## src/rtl/dmx_pkg.sv

```systemverilog
// dmx_pkg: sizing helpers shared by the stream demux and its per-channel FIFO.
package dmx_pkg;
  function automatic int n_ch(input int sel_bits);
    return 1 << sel_bits;
  endfunction
  function automatic int ptr_w(input int depth);
    return $clog2(depth);
  endfunction
  function automatic int cnt_w(input int depth);
    return $clog2(depth + 1);
  endfunction
  function automatic int lane_off(input int lane, input int data_bits);
    return lane * data_bits;
  endfunction
endpackage

```

## src/rtl/dmx_fifo.sv

```systemverilog
// dmx_fifo: single-clock synchronous FIFO, one per demux channel.
module dmx_fifo
  import dmx_pkg::*;
#(
  parameter int DATA_BITS = 32,
  parameter int DEPTH     = 2
) (
  input  logic                    clk,
  input  logic                    rst_n,
  input  logic                    push,
  input  logic                    pop,
  input  logic [DATA_BITS-1:0]    wdata,
  output logic                    full,
  output logic                    empty,
  output logic [cnt_w(DEPTH)-1:0] count,
  output logic [DATA_BITS-1:0]    head
);
  localparam int PW = ptr_w(DEPTH);
  localparam int CW = cnt_w(DEPTH);
  logic [DATA_BITS-1:0] mem_q [DEPTH];
  logic [PW-1:0] wr_ptr_q, wr_ptr_d, rd_ptr_q, rd_ptr_d;
  logic [CW-1:0] count_q, count_d;
  logic do_push, do_pop;
  always_comb begin
    full     = count_q == CW'(DEPTH);
    empty    = count_q == '0;
    do_push  = push && !full;
    do_pop   = pop && !empty;
    wr_ptr_d = do_push ? wr_ptr_q + PW'(1) : wr_ptr_q;
    rd_ptr_d = do_pop ? rd_ptr_q + PW'(1) : rd_ptr_q;
    count_d  = count_q + CW'(do_push) - CW'(do_pop);
    count    = count_q;
    head     = mem_q[rd_ptr_q];
  end
  always_ff @(posedge clk) begin
    if (!rst_n) begin
      wr_ptr_q <= '0;
      rd_ptr_q <= '0;
      count_q  <= '0;
    end else begin
      wr_ptr_q <= wr_ptr_d;
      rd_ptr_q <= rd_ptr_d;
      count_q  <= count_d;
    end
  end
  // Storage is not reset: a zero count already hides stale entries.
  always_ff @(posedge clk) begin
    if (do_push) mem_q[wr_ptr_q] <= wdata;
  end
endmodule

```

## src/rtl/dmx_stream.sv

```systemverilog
// dmx_stream: valid/ready demux routing one input stream to per-channel FIFOs,
// with an all-or-nothing broadcast mode.
module dmx_stream
  import dmx_pkg::*;
#(
  parameter int SEL_BITS  = 1,
  parameter int DATA_BITS = 32,
  parameter int DEPTH     = 2
) (
  input  logic                                   clk,
  input  logic                                   rst_n,
  input  logic                                   in_valid,
  output logic                                   in_ready,
  input  logic [DATA_BITS-1:0]                   in_data,
  input  logic [SEL_BITS-1:0]                    in_sel,
  input  logic                                   in_bcast,
  output logic [n_ch(SEL_BITS)-1:0]              out_valid,
  input  logic [n_ch(SEL_BITS)-1:0]              out_ready,
  output logic [n_ch(SEL_BITS)*DATA_BITS-1:0]    out_data,
  output logic                                   busy
);
  localparam int N = n_ch(SEL_BITS);
  logic [N-1:0] full, empty, target, push_en;
  logic [N-1:0][cnt_w(DEPTH)-1:0] count;
  logic [N-1:0][DATA_BITS-1:0] head;
  // Space comes only from registered FIFO state, so out_ready never reaches in_ready.
  always_comb begin
    target   = in_bcast ? '1 : N'(1) << in_sel;
    in_ready = !rst_n || (in_bcast ? &(~full) : !full[in_sel]);
    push_en  = (in_valid && in_ready && rst_n) ? target : '0;
    busy     = |out_valid;
  end
  for (genvar g = 0; g < N; g++) begin : g_ch
    dmx_fifo #(.DATA_BITS(DATA_BITS), .DEPTH(DEPTH)) u_fifo (
      .clk   (clk),
      .rst_n (rst_n),
      .push  (push_en[g]),
      .pop   (out_ready[g]),
      .wdata (in_data),
      .full  (full[g]),
      .empty (empty[g]),
      .count (count[g]),
      .head  (head[g])
    );
    assign out_valid[g] = count[g] != '0;
    assign out_data[lane_off(g, DATA_BITS) +: DATA_BITS] = empty[g] ? '0 : head[g];
  end
endmodule

```

## config.mk

```make
export PLATFORM = sky130hd
export DESIGN_NAME = dmx_stream
export DESIGN_NICKNAME = d
export VERILOG_FILES = /design/src/rtl/dmx_pkg.sv /design/src/rtl/dmx_fifo.sv /design/src/rtl/dmx_stream.sv
export SDC_FILE = /design/constraint.sdc
export NUM_CORES = 1
export LEC_CHECK = 0
export CAP_MARGIN = 0
export CORE_ASPECT_RATIO = 1.1
export CORE_MARGIN = 2
export CORE_UTILIZATION = 55
export CTS_BUF_LIST = sky130_fd_sc_hd__clkbuf_8
export DETAILED_ROUTE_END_ITERATION = 6
export DONT_BUFFER_PORTS = 1
export GPL_ROUTABILITY_DRIVEN = 0
export PLACE_DENSITY = 0.73
export REMOVE_ABC_BUFFERS = 1
export SYNTH_ARGS = -nofsm -noshare
export SYNTH_HDL_FRONTEND = slang
export SYNTH_SLANG_ARGS = --single-unit
export TNS_END_PERCENT = 100
```

## constraint.sdc

```tcl
create_clock -name clk -period 3.1 [get_ports clk]
set_clock_uncertainty 0.05 [all_clocks]
set_input_delay 0.775 -clock clk [delete_from_list [all_inputs] [get_ports clk]]
set_output_delay 0.775 -clock clk [all_outputs]
set_load 0.02 [all_outputs]
```

==> flow_summary.toml <==
[sta]
final_hold_viol_count = 0
fmax_mhz = 371.0
fin_crit_sh = 0.8695
worstMarginPinSlew_ps = 557.6
setup_viol = 0
setup_slack_ps = 404.5
fin_crit_ps = 2696
finalMaxSlewViolations = 0
grt_setup_unrepaired = "false"
slew_headroom = 0.6274

[pwr]
power_uw = 5002
powerDensity_nw_per_um2 = 840.7
leakage_uw = 0.002018
peakVddDrop_mv = 0.4484

[run]
drv_cap = 0

[floorplanning]
die_y_um = 107.3
dieArea_um2 = 10510
core_um2 = 9398
io_pins = 107
fp.dieW_um = 97.92
rows = 37
initial_utilization = 0.5678

[grt]
grt_usage = 0.1852
busiest_layer = "met2"
grt_start_max_net_pins = 33
grt_pass1_wl_mm = 14.13
use_met1 = 0.2150
grt_overflow = 0
use_met3 = 0.09026
met2_usage = 0.2882
grt_pass1_vias = 2681
antenna_found_initial = 0

[place]
dpl_cell_area_um2 = 5579
port_buffers = 0
hpwl_mm = 6.365
post-place-cells = 450
place_ws_ps = 557.6

[worst_setup_path]
r2r-start = "g_ch[1].u_fifo.count[0]"
cp_max_fo = 16
crit_required_ps = 2270
path_class = "reg -> out"
cpPeakStageDelay_ps = 660
path_buf_inv = 1
critical_path.slowest_cell = "dfxtp_2"
crit_chain = "buf_4, mux2i_1, nor2_1"
cp.arrival_ps = 1870
startpoint_type = "register"
path_delay_family = "flip-flops"
endpoint_kind = "output port"

[cells_and_area]
fin_nets = 395
final_cell_mix = "edfxtp_1 (128), nor2_1 (65), mux2i_1 (64)"
antenna_cells = 0
final_common_cell = "edfxtp_1"
final_cells = 481
num-fill-cells = 672
area_delta_synth_final_pct = 11.49
layout-drive-gt1-share = 0.1291
postLayoutCoreUtil = 0.6331
fin_area_um2 = 5949

[drt]
drt_iter0_markers = 187
wl_per_cell_um = 19.29
final_antenna_net_count = 0
drt_pass1_iterations = 4
drc_errors = 0
vias = 2657
vias_per_cell = 5.524
wl_mm = 9.279

[logic_synthesis]
synth_seq_cells = 138
synth-xor-area-share = 0.009848
synthSimpleGateAreaFrac = 0.07151
yosysSeqAreaShare = 0.7578
synth-compound-area-share = 0.009613
synth_top_family_by_area = "multiplexers"
syn-instance-count = 335
yosys-mux-area-fraction = 0.1222
synthAdderAreaFrac = 0.009379
yosys.cell_types.count = 22
ys_warn_count = 0
synth_area_um2 = 5336
synthesis.area_per_instance_um2 = 15.93

[status]
status = "completed"

[cts]
root_buffer = "clkbuf_8"
clock_latency_ps = 430
post_cts_resized = 0
cts_max_path_buffers = 2
clk_pin_slew_ps = 70
cts_made_buffers = 17
htree_num_levels = 4
clock_sinks = 138
postCtsHoldBufs = 0
postCtsSetupBuffers = 0
cts_tree = "done"

[min_path]
hp-class = "in -> reg"
worstHoldStart = "in_data[16]"
## worst paths after layout
kind         slack [ps]                          end  cells after the start
min                 390  g_ch[1].u_fifo.mem_q[1][16]                      0
max                 400                  out_data[6]                      3
max reg2reg         910  g_ch[0].u_fifo.mem_q[1][11]                      5
min reg2reg         470      g_ch[1].u_fifo.wr_ptr_q                      2
## area by class of cell
cell class                      instances  area [um2]  share of cell area
Clock buffer                           20       275.3             0.04627
Clock inverter                         11       95.09             0.01598
Inverter                               11       41.29            0.006940
Multi-Input combinational cell        171        1210              0.2034
Sequential cell                       138        4046              0.6801
Tap cell                              117       146.4             0.02461
Timing Repair Buffer                   13       135.1             0.02271
## cells by family after synthesis
logic type | Yosys count
compound gates | 7
mux | 65
xor+xnor | 6
flops | 138
simple gates | 89
buf+inv | 26
fa+ha+maj | 4
## Yosys cell counts, drive strengths merged
library cell  instances  share of area
or4                   1         0.0021
ha                    4         0.0094
buf                   6         0.0056
dfxtp                10          0.038
a2111oi               1         0.0016
mux2                  1         0.0021
clkbuf                9         0.0063
o22ai                 2         0.0023
edfxtp              128           0.72
nor2b                 3         0.0035
o221ai                1         0.0016
nand2                 4         0.0028
and2                 10          0.012
xnor2                 6         0.0098
nor2                 69          0.049
a2111o                1         0.0021
o21ai                 2         0.0019
mux2i                64           0.12
inv                  11         0.0077
nor4                  1         0.0012
and3b                 1         0.0016
## sequential cells by signal, summed over array words and instances (netlist names), named ones only
register,count
g_ch.u_fifo.rd_ptr_q,2
g_ch.u_fifo.mem_q,128
g_ch.u_fifo.wr_ptr_q,2
g_ch.u_fifo.count,4
## stage by stage
| step | TNS (ps) | hold slack (ps) |
|---|---|---|
| floorplan | -7699 | 407.2 |
| global placement | 0 | 457.4 |
| detailed placement | 0 | 462.8 |
| CTS | 0 | 367.4 |
| global route | 0 | 352.3 |
| finish | 0 | 386.6 |
## power breakdown
group / switching [uW] / total, uW / leakage, uW / internal [uW]
combinational: 882 / 1310 / 0.000550 / 423
clock: 578 / 1330 / 0.000219 / 749
sequential: 140 / 2370 / 0.00125 / 2230
total: 1600 / 5000 / 0.00202 / 3400
## metal layers
layer,part of all wire,up-vias,wire length [um]
li1,-,1249,-
met4,0.022,0,201
met1,0.40,1310,3695
met5,0,-,0
met3,0.080,16,738
met2,0.50,82,4643
## worst register-to-register path: stages (launching register included)
cell and delay, ps:
dfxtp_1 400, and3b_1 210, or4_4 570, inv_2 80
and2_2 360, buf_12 220
No activity file was read; power rests on OpenSTA's default activity.
